**src/rtl/huffman_packer.sv**
```systemverilog
// ============================================================================
//  huffman_packer
//  Replaces gray symbols with their Huffman codes and packs the bits
//  MSB-first into bytes under a valid/ready handshake.
//  Revision: 1.0
// ============================================================================
`default_nettype none

module huffman_packer #(
    parameter int BITCNT_W = 16
) (
    input  logic                clk,
    input  logic                reset,
    input  logic                code_valid,
    input  logic [7:0]          HC1,
    input  logic [7:0]          HC2,
    input  logic [7:0]          HC3,
    input  logic [7:0]          HC4,
    input  logic [7:0]          HC5,
    input  logic [7:0]          HC6,
    input  logic [7:0]          M1,
    input  logic [7:0]          M2,
    input  logic [7:0]          M3,
    input  logic [7:0]          M4,
    input  logic [7:0]          M5,
    input  logic [7:0]          M6,
    input  logic                sym_valid,
    input  logic [7:0]          sym_data,
    output logic                sym_ready,
    input  logic                eos,
    output logic                out_valid,
    output logic [7:0]          out_data,
    output logic                out_last,
    input  logic                out_ready,
    output logic                sym_err,
    output logic                done,
    output logic [BITCNT_W-1:0] bit_count
);

    typedef enum logic [1:0] {
        ST_IDLE  = 2'd0,
        ST_RUN   = 2'd1,
        ST_FLUSH = 2'd2,
        ST_DONE  = 2'd3
    } state_t;

    state_t state;
    state_t state_next;

    logic [7:0]  code_tbl [6];
    logic [3:0]  len_tbl  [6];
    logic [7:0]  hc_in    [6];
    logic [7:0]  m_in     [6];

    logic [14:0] acc;
    logic [3:0]  cnt;

    logic [14:0] acc_next;
    logic [3:0]  cnt_next;
    logic [14:0] acc_base;
    logic [3:0]  cnt_base;
    logic [14:0] aligned;
    logic [BITCNT_W-1:0] bc_next;
    logic [BITCNT_W:0]   bc_sum;

    logic        sym_legal;
    logic [7:0]  sel_code;
    logic [3:0]  sel_len;
    logic        fire;
    logic        accept;
    logic        good_sym;
    logic        load;

    function automatic logic [3:0] popcount8(input logic [7:0] v);
        logic [3:0] n;
        n = 4'd0;
        for (int i = 0; i < 8; i++) begin
            n = n + {3'b000, v[i]};
        end
        return n;
    endfunction

    always_comb begin
        hc_in[0] = HC1;  hc_in[1] = HC2;  hc_in[2] = HC3;
        hc_in[3] = HC4;  hc_in[4] = HC5;  hc_in[5] = HC6;
        m_in[0]  = M1;   m_in[1]  = M2;   m_in[2]  = M3;
        m_in[3]  = M4;   m_in[4]  = M5;   m_in[5]  = M6;
    end

    // Symbol lookup; anything outside 1..6 is flagged illegal.
    always_comb begin
        sym_legal = 1'b1;
        sel_code  = 8'h00;
        sel_len   = 4'd0;
        case (sym_data)
            8'd1: begin sel_code = code_tbl[0]; sel_len = len_tbl[0]; end
            8'd2: begin sel_code = code_tbl[1]; sel_len = len_tbl[1]; end
            8'd3: begin sel_code = code_tbl[2]; sel_len = len_tbl[2]; end
            8'd4: begin sel_code = code_tbl[3]; sel_len = len_tbl[3]; end
            8'd5: begin sel_code = code_tbl[4]; sel_len = len_tbl[4]; end
            8'd6: begin sel_code = code_tbl[5]; sel_len = len_tbl[5]; end
            default: sym_legal = 1'b0;
        endcase
    end

    // FSM: state register
    always_ff @(posedge clk or posedge reset) begin
        if (reset) begin
            state <= ST_IDLE;
        end else begin
            state <= state_next;
        end
    end

    // FSM: next state and handshake outputs, all derived from registers
    always_comb begin
        state_next = state;
        sym_ready  = 1'b0;
        out_valid  = 1'b0;
        out_last   = 1'b0;
        done       = 1'b0;

        sym_ready = (state == ST_RUN) && (cnt < 4'd8);
        out_valid = (cnt >= 4'd8) || ((state == ST_FLUSH) && (cnt != 4'd0));
        out_last  = (state == ST_FLUSH) && (cnt != 4'd0) && (cnt <= 4'd8);
        done      = (state == ST_DONE);

        case (state)
            ST_IDLE:  if (code_valid) state_next = ST_RUN;
            ST_RUN:   if (eos) state_next = ST_FLUSH;
            ST_FLUSH: begin
                if (cnt == 4'd0) begin
                    state_next = ST_DONE;
                end else if (out_valid && out_ready && (cnt <= 4'd8)) begin
                    state_next = ST_DONE;
                end
            end
            ST_DONE:  state_next = ST_IDLE;
            default:  state_next = ST_IDLE;
        endcase
    end

    // Datapath: shift out the fired byte first, then append at the new fill point.
    always_comb begin
        fire     = out_valid && out_ready;
        accept   = sym_valid && sym_ready;
        good_sym = accept && sym_legal && (sel_len != 4'd0);
        load     = (state == ST_IDLE) && code_valid;

        acc_base = fire ? {acc[6:0], 8'h00} : acc;
        cnt_base = cnt;
        if (fire) begin
            cnt_base = (cnt >= 4'd8) ? (cnt - 4'd8) : 4'd0;
        end

        aligned  = ({7'b0, sel_code} << (4'd15 - sel_len)) >> cnt_base;
        acc_next = good_sym ? (acc_base | aligned) : acc_base;
        cnt_next = good_sym ? (cnt_base + sel_len) : cnt_base;

        bc_sum   = {1'b0, bit_count} + (BITCNT_W+1)'(sel_len);
        bc_next  = bit_count;
        if (good_sym) begin
            bc_next = bc_sum[BITCNT_W] ? {BITCNT_W{1'b1}} : bc_sum[BITCNT_W-1:0];
        end

        out_data = acc[14:7];
        if (cnt < 4'd8) begin
            out_data = acc[14:7] & ~(8'hFF >> cnt[2:0]);
        end
    end

    always_ff @(posedge clk or posedge reset) begin
        if (reset) begin
            acc       <= '0;
            cnt       <= '0;
            bit_count <= '0;
            sym_err   <= 1'b0;
            for (int i = 0; i < 6; i++) begin
                code_tbl[i] <= 8'h00;
                len_tbl[i]  <= 4'd0;
            end
        end else if (load) begin
            acc       <= '0;
            cnt       <= '0;
            bit_count <= '0;
            sym_err   <= 1'b0;
            for (int i = 0; i < 6; i++) begin
                code_tbl[i] <= hc_in[i] & m_in[i];
                len_tbl[i]  <= popcount8(m_in[i]);
            end
        end else begin
            acc       <= acc_next;
            cnt       <= cnt_next;
            bit_count <= bc_next;
            sym_err   <= accept && !good_sym;
        end
    end

endmodule

`default_nettype wire
```
**config.mk**
```make
export PLATFORM = sky130hd
export DESIGN_NAME = huffman_packer
export DESIGN_NICKNAME = d
export VERILOG_FILES = /design/src/rtl/huffman_packer.sv
export SDC_FILE = /design/constraint.sdc
export NUM_CORES = 1
export LEC_CHECK = 0
export ABC_AREA = 1
export CAP_MARGIN = 0
export CORE_ASPECT_RATIO = 1.4
export CORE_MARGIN = 8
export CORE_UTILIZATION = 50
export CTS_BUF_LIST = sky130_fd_sc_hd__clkbuf_4
export CTS_CLUSTER_DIAMETER = 120
export DETAILED_ROUTE_END_ITERATION = 8
export PLACE_DENSITY_LB_ADDON = 0.25
export SYNTH_ARGS = -nofsm -noshare
export SYNTH_HDL_FRONTEND = slang
export SYNTH_SLANG_ARGS = --single-unit
```
**constraint.sdc**
```tcl
create_clock -name clk -period 6.8 [get_ports clk]
set_input_delay 1.36 -clock clk [delete_from_list [all_inputs] [get_ports clk]]
set_output_delay 1.36 -clock clk [all_outputs]
set_load 0.05 [all_outputs]
```
==> flow_summary_export.csv <==
group,metric,value,unit
detailed_routing,drcViolationCount,0,
grt,grt_max_degree,69,
clock_tree,clockBufferDepth,2,
timing,fmax,193,MHz
timing,fin_tns_setup,0,ps
worst_hold_path,min-delay-path-class,"register to register",
floorplanning,ios,139,
setup_path,crit_type,"input pin to register",
synthesis,muxShareOfSynthArea,0,%
flow_run,drv_cap,0,
clock_tree,cts_buffers,9,
synthesis,synth_top_family_by_area,"simple AND/OR/NAND/NOR gates",
power_and_ir_drop,power_density,217,mW/mm²
floorplanning,die_w,121,µm
detailed_routing,drt_iter0_drc,386,
setup_path,arrival,5610,ps
synthesis,yosys.area.top_type_share,35.3,%
setup_path,cp-end-kind,"register",
clock_tree,cts_resized,0,
detailed_routing,wl,21.3,mm
placement,dp_hpwl,16.9,mm
clock_tree,post-cts-setup-buffers,0,
synthesis,synth_common_cells,"nand2_1, nand3_1, inv_1",
floorplanning,die_h,164,µm
synthesis,synthFlopType,"dfrtp_1",
setup_path,crit_path_max_fanout,36,
synthesis,syn_inst,1054,
synthesis,synth-seq-cells,110,
synthesis,ys_seq_area_share,35.3,%
detailed_routing,antenna_left,0,
setup_path,cp.required,7230,ps
synthesis,synth.distinct_cells,38,
timing,fin_ws,1620,ps
timing,report.final.slew_viol_count,0,
synthesis,yosysWarnings,0,
synthesis,synth_compound_area_share,11.6,%
synthesis,netlist_area,0.00779,mm²
detailed_routing,vias,7282,
power_and_ir_drop,p_total,0.00203,W
finish,num-fill-cells,1494,
outcome,outcome,"finished, final reports clean",
clock_tree,ctsHtreeMaxLevel,3,
clock_tree,cts-root-buf,"clkbuf_4",
grt,grt_pass1_wl,35.5,mm
setup_path,start_kind,"input pin",
setup_path,max_stage_delay,460,ps
synthesis,syn-num-nets,1220,
floorplanning,initial_core_util,50.6,%
floorplanning,coreArea,0.0154,mm²
detailed_routing,via_per_inst,5.33,
power_and_ir_drop,p_leak,4.51,nW
clock_tree,cts_tree,"done",
setup_path,cpMostUsedCell,"nand2_1",
timing,hold_viol,0,
setup_path,cp_num_buf_inv,6,
placement,dp_cells,1350,
detailed_routing,wl_per_cell,15.6,µm
setup_path,cp_top_family,"simple AND/OR/NAND/NOR gates",
timing,period_minus_slack,5180,ps
synthesis,synth_area_leaders,"dfrtp_1, nand2_1, nand3_1",
finish,area_growth,20.0,%
setup_path,crit_path_cell_trace,"clkdlybuf4s50_1 -> inv_1 -> nand2_1 -> nor2_4 -> buf_4 -> nand3_2 -> o21ai_2 -> inv_2 -> nand2_4 -> ha_1 -> inv_1 -> fa_1 -> o31ai_1 -> nand2_1 -> nor2_1 -> nand3_1 -> nor3_1 -> nand2_1 -> nor2_1 -> nand2_1 -> clkinv_1 -> a21oi_1 -> o21ai_0",
clock_tree,cts_num_sinks,110,
finish,stdcell_count,1367,
placement,place_ws,1110,ps
finish,drive_gt1_share,6.50,%
clock_tree,holdBufCountCts,0,
synthesis,synth-simple-area-share,30.0,%
floorplanning,dieArea,0.0199,mm²
timing,rsz0062_at_grt,"false",
timing,setup_viol,0,
grt,antenna_found_initial,1,
setup_path,slowest_stage,"nor2_4",
floorplanning,rows,54,
synthesis,yosysTopAreaCell,"dfrtp_1",
synthesis,synth-xor-area-share,1.35,%
timing,finalClockSkew,28.2,ps
placement,port-buffer-count,138,
grt,grt.overflow.total,0,
detailed_routing,dr.pass1.iters,8,
clock_tree,clock_latency,490,ps
synthesis,synthArstFlopShare,100,%
synthesis,synth_edf_count,0,
synthesis,synth_most_common_cell,"nand2_1",
synthesis,syn_area_per_cell,7.39,µm²
clock_tree,path_clk_slew,200,ps
timing,tightest_slew,792,ps
synthesis,synthAdderAreaFrac,11.5,%
finish,nNetsFinal,1331,
placement,place.gp.congestion,0.887,
timing,relSlewSlack,47.2,%
power_and_ir_drop,ir_worst_vdd,0.146,mV
grt,grt_pass1_vias,7393,
grt,grt_util_all_layers,22.3,%
timing,finalCritPeriodShare,76.2,%
## where the power goes
part / switching (W) / internal, W / leakage, nW / total (W)
Clock: 0.000240 / 0.0000861 / 0.0741 / 0.000326
Sequential: 0.000135 / 0.000874 / 1.46 / 0.00101
Combinational: 0.000420 / 0.000273 / 2.98 / 0.000692
## worst reg2reg max path: stages (launching register included)
cell	delay, ps
dfrtp_1	460
nor2_1	270
nand2_1	110
nand2_1	110
nand2_1	70
nand2_1	490
inv_2	50
nand2_1	140
nand2_1	390
inv_1	550
ha_1	330
a21o_1	160
a21oi_1	300
xor2_1	190
nand2_1	70
a21oi_1	130
## metrics by stage
stage	util [%]	hold slack, ps	instance area, µm²
floorplan	-	449	7790
global route	60.7	531	9350
CTS	60.7	510	9340
detailed placement	59.8	473	9210
global placement	59.8	464	9210
finish	60.7	506	9350
## path summary, 6_finish.rpt
kind	startpoint	cells past startpoint	slack, ps	end
max in group asynchronous	reset	3	4300	len_tbl[17]$_DFFE_PP0P_
worst max-delay path	sym_data[5]	23	1620	bit_count[4]$_DFFE_PP0P_
worst max register to register	cnt[1]$_DFF_PP0_	15	2910	cnt[3]$_DFF_PP0_
worst min-delay path	code_tbl[17]$_DFFE_PP0P_	2	510	code_tbl[17]$_DFFE_PP0P_
worst min register to register	code_tbl[17]$_DFFE_PP0P_	2	510	code_tbl[17]$_DFFE_PP0P_
min in group asynchronous	reset	2	1350	state[0]$_DFFE_PP0P_
## metal layers
layer	vias to the layer above	track usage, %	part of all wire, %
met5	-	0	0
met1	3402	24.5	38
met2	199	40.9	53
li1	3631	-	-
met3	50	3.18	4.2
met4	0	10.8	4.0
## flip-flops by register name (all words and copies together) (netlist names)
| register | cells |
|---|---|
| acc | 15 |
| sym_err | 1 |
| cnt | 4 |
| bit_count | 16 |
| len_tbl | 24 |
| state | 2 |
| code_tbl | 48 |
## kinds of logic (layout without fill, tap and decap cells)
kind of cell,count (synthesis),count (layout)
adder cells (fa/ha/maj),56,56
flip-flops,110,110
AO/OA/AOI/OAI,167,167
AND/OR/NAND/NOR,521,521
other,0,1
buffers and inverters,188,304
XOR/XNOR,12,12
## final cells by class
class | instances | area, µm² | area share (%)
timing repair buffer | 144 | 1430 | 15.3
sequential | 110 | 2750 | 29.5
multi-input combinational | 756 | 4250 | 45.4
tap | 196 | 245 | 2.62
clock buffer | 10 | 75.1 | 0.803
antenna | 1 | 2.50 | 0.0268
inverter | 144 | 543 | 5.81
clock inverter | 6 | 56.3 | 0.602
## placed cells by master (no fill, tap or decap), drive strengths merged
cell type,count
nand2,288
nand3,159
inv,144
clkdlybuf4s50,138
o21ai,112
dfrtp,110
nor2,53
a21oi,35
ha,30
fa,26
nand4,13
clkbuf,10
xor2,8
o22ai,7
buf,6
clkinv,6
nor3,5
xnor2,4
a211oi,3
o221ai,3
or2,3
o211ai,2
diode,1
o41ai,1
a31o,1
a21o,1
o31ai,1
o311ai,1
Power figures use the tool's default switching activity.
==> RTL change 1 (same settings) <==
Put one more register stage on the output `bit_count`. The value now appears one clock later. The other outputs are not delayed to match.
--- a/src/rtl/huffman_packer.sv
+++ b/src/rtl/huffman_packer.sv
@@ -46,2 +46,4 @@
 
+    logic [BITCNT_W-1:0] bit_count_s0;
+
     state_t state;
@@ -159,4 +161,4 @@
 
-        bc_sum   = {1'b0, bit_count} + (BITCNT_W+1)'(sel_len);
-        bc_next  = bit_count;
+        bc_sum   = {1'b0, bit_count_s0} + (BITCNT_W+1)'(sel_len);
+        bc_next  = bit_count_s0;
         if (good_sym) begin
@@ -175,3 +177,3 @@
             cnt       <= '0;
-            bit_count <= '0;
+            bit_count_s0 <= '0;
             sym_err   <= 1'b0;
@@ -184,3 +186,3 @@
             cnt       <= '0;
-            bit_count <= '0;
+            bit_count_s0 <= '0;
             sym_err   <= 1'b0;
@@ -193,3 +195,3 @@
             cnt       <= cnt_next;
-            bit_count <= bc_next;
+            bit_count_s0 <= bc_next;
             sym_err   <= accept && !good_sym;
@@ -198,2 +200,6 @@
 
+    always_ff @(posedge clk) begin
+        bit_count <= bit_count_s0;
+    end
+
 endmodule
Check against the original RTL: not equivalent (Yosys sat finds a counterexample within 4 cycles, from zero or initial values and one cycle with reset high).
==> RTL change 1 against the unedited design <==
- power grew 14%
- synthesized area grew 6.0%
- sequential cell count grew 16
- die area grew 5.3%
- wire length grew 4.3%
- final area grew 6.4%
- critical path type unchanged
- worst setup slack lost 160 ps
- count of clock-buffer cells in the layout grew 7
==> RTL change 1: results (changes against the unedited design) <==
maximum fanout along the worst path 32 (-11%); Worst R2R Setup Slack 2950 ps (+40 ps); sequential power 1070 µW (+6%); maximum vdd drop 239 µV (+63%); P_clk 539 µW (+65%); Total Wirelength 22.2 mm (+4.3%); minimum clock period 5340 ps (+161 ps); register area share after synthesis 37.2% (+1.9 points); Worst Clk Skew 21.0 ps (-7.26 ps); M1 WL 8.54 mm (+4.6%); Clock transition at path regs 120 ps (-80 ps); synthesized instance count 1,109 (+5.2%); Netlist cell types 42 (+11%); Reg-to-Reg Start len_tbl[22]; Pwr Density 233 mW/mm² (+7.2%); IO buf count 138 (unchanged); vias per inst 5.30 (-0.44%); Hold EP bit_count[0]; Slew headroom 34.1% (-13 points); Pwr Total 2310 µW (+14%); first-pass GRT wire length 36.9 mm (+4.0%); synth cell count leaders 306 x nand2_1, 156 x nand3_1, 137 x inv_1; Total GRT Usage 21.6% (-0.70 points); CP endpoint bit_count_s0[11]; biggest regs code_tbl: 48 flops, len_tbl: 24 flops; R2R Path End bit_count_s0[11]; worst-skew pair later-pin latency 580 ps (+90 ps); YS warnings 0 (unchanged); syn nets 1,275 (+4.5%); max incr delay on CP 530 ps (+70 ps); WP data arrival 5840 ps (+230 ps); vias in the first global route 7,629 (+3.2%); Starting DRT DRC Count 652 (+69%); routed wl met3 1.04 mm (+16%); met2 wire length 12.0 mm (+5.2%); fill count 1,494 (unchanged); H-Tree Depth 4 (+1); Post-DP Area 0.00965 mm² (+4.8%); status finished clean; CTS buffer count 17 (+8); Place WS 928 ps (-184 ps); layout cells sized above 1 6.62% (+0.12 points); routed len/inst 15.4 µm (-1.0%); Sw Ratio 37.3% (-1.9 points); Register-to-Register Path Depth 19 (+4)
RTL change 1: cell count changes after synthesis, moves of 4 or more:
cell / change
nand2_1: +31
dfxtp_1: +16
buf_4: -4
buf_6: +4
inv_1: +4
RTL change 1: metal layers:
layer	vias to the layer above	global-route usage [%]
met5	-	0
met4	0	8.88
met3	48	4.56
met2	220	39.8
met1	3543	23.5
li1	3826	-
RTL change 1: kinds of logic (layout without fill, tap and decap cells):
kind of cell	Yosys count	in the layout	synth area share, %
AND/OR/NAND/NOR	554	554	29.7
buffers and inverters	191	321	9.99
AO/OA/AOI/OAI	171	171	11.1
flip-flops	126	126	37.2
adder cells (fa/ha/maj)	56	56	10.9
XOR/XNOR	11	11	1.17
other	0	2	0
RTL change 1: cell type report:
type | instances | share of cell area (%)
sequential | 126 | 30.9
antenna | 2 | 0.0503
inverter | 146 | 5.54
multi-input combinational | 792 | 43.8
tap | 199 | 2.50
clock buffer | 17 | 1.28
clock inverter | 15 | 1.61
timing repair buffer | 143 | 14.3
==> RTL change 2 (same flow settings) <==
Made on the original files. Change the parameter `BITCNT_W` from 16 to 32.
--- a/src/rtl/huffman_packer.sv
+++ b/src/rtl/huffman_packer.sv
@@ -9,3 +9,3 @@
 module huffman_packer #(
-    parameter int BITCNT_W = 16
+    parameter int BITCNT_W = 32
 ) (
Ports: changed (resized bit_count); port bits go from 139 to 155. The function was not compared with the original's and may differ.
==> RTL change 2 against the unedited design <==
- power rose by 13%
- worst setup slack improved by 120 ps
- synthesized area increased by 17%
- synthesized cell count rose by 17%
- final area up 18%
- global-route usage grew 0.54 points
- sequential cell count rose by 16
- wire length is 18% higher
- critical endpoint is now bit_count[30]
- highest routed layer unchanged
==> RTL change 2: results (changes against the unedited design) <==
status finished clean; CP startpoint sym_data[1]; Adder-Cell Fraction of Synth Area 9.86% (-1.6 points); Place WS 1180 ps (+65.1 ps); routed len/inst 15.5 µm (-0.32%); hold_ws 501 ps (-4.59 ps); IO buf count 154 (+12%); Worst-Margin Slew 1110 ps (+315 ps); xor/xnor share of the synthesized area 2.22% (+0.87 points); first-pass GRT wire length 41.7 mm (+18%); Leakage 0.00526 µW (+17%); register area share after synthesis 34.7% (-0.65 points); maximum fanout along the worst path 13 (-64%); Netlist cell types 47 (+24%); WP data arrival 5560 ps (-50 ps); placed cells 1,582 (+17%); DR vias 8,545 (+17%); Total Wirelength 25.1 mm (+18%); RD Place Congestion 0.938 (+5.8%); maximum vdd drop 127 µV (-13%); DP HPWL 19.8 mm (+17%); Clock transition at path regs 120 ps (-80 ps); Hold Startpoint len_tbl[22]; vias in the first global route 8,691 (+18%); synth top area cells dfrtp_1 35%, nand2_1 14%, nand3_1 8.5%
-- RTL change 2: logic make-up after synthesis --
logic type | after synthesis
muxes | 1
DFF | 126
buffers and inverters | 216
and+or+nand+nor | 619
xor gates and xnor gates | 23
AOI/OAI and AO/OA | 191
adders and majority gates | 56
-- RTL change 2: report_power, final --
group | leakage, µW | switching [µW] | internal, µW
combinational | 0.00341 | 403 | 254
clock | 0.000163 | 306 | 290
sequential | 0.00169 | 115 | 929
total | 0.00526 | 823 | 1470
-- RTL change 2: cell type report --
cell class              count  area share (%)
well taps                 240            2.72
diodes                      1          0.0227
flip-flops and latches    126            28.6
clock buffers              17            1.16
clock inverters            15            1.77
inverters                 167            5.74
multi-input cells         890            45.6
repair buffers            159            14.4
-- RTL change 2: routing by layer --
layer	vias to the layer above	GRT usage, %	routed length [µm]
met2	257	40.7	13200
met1	3964	25.9	9960
met4	0	10.1	913
met3	70	3.98	1080
li1	4254	-	-
met5	-	0	0
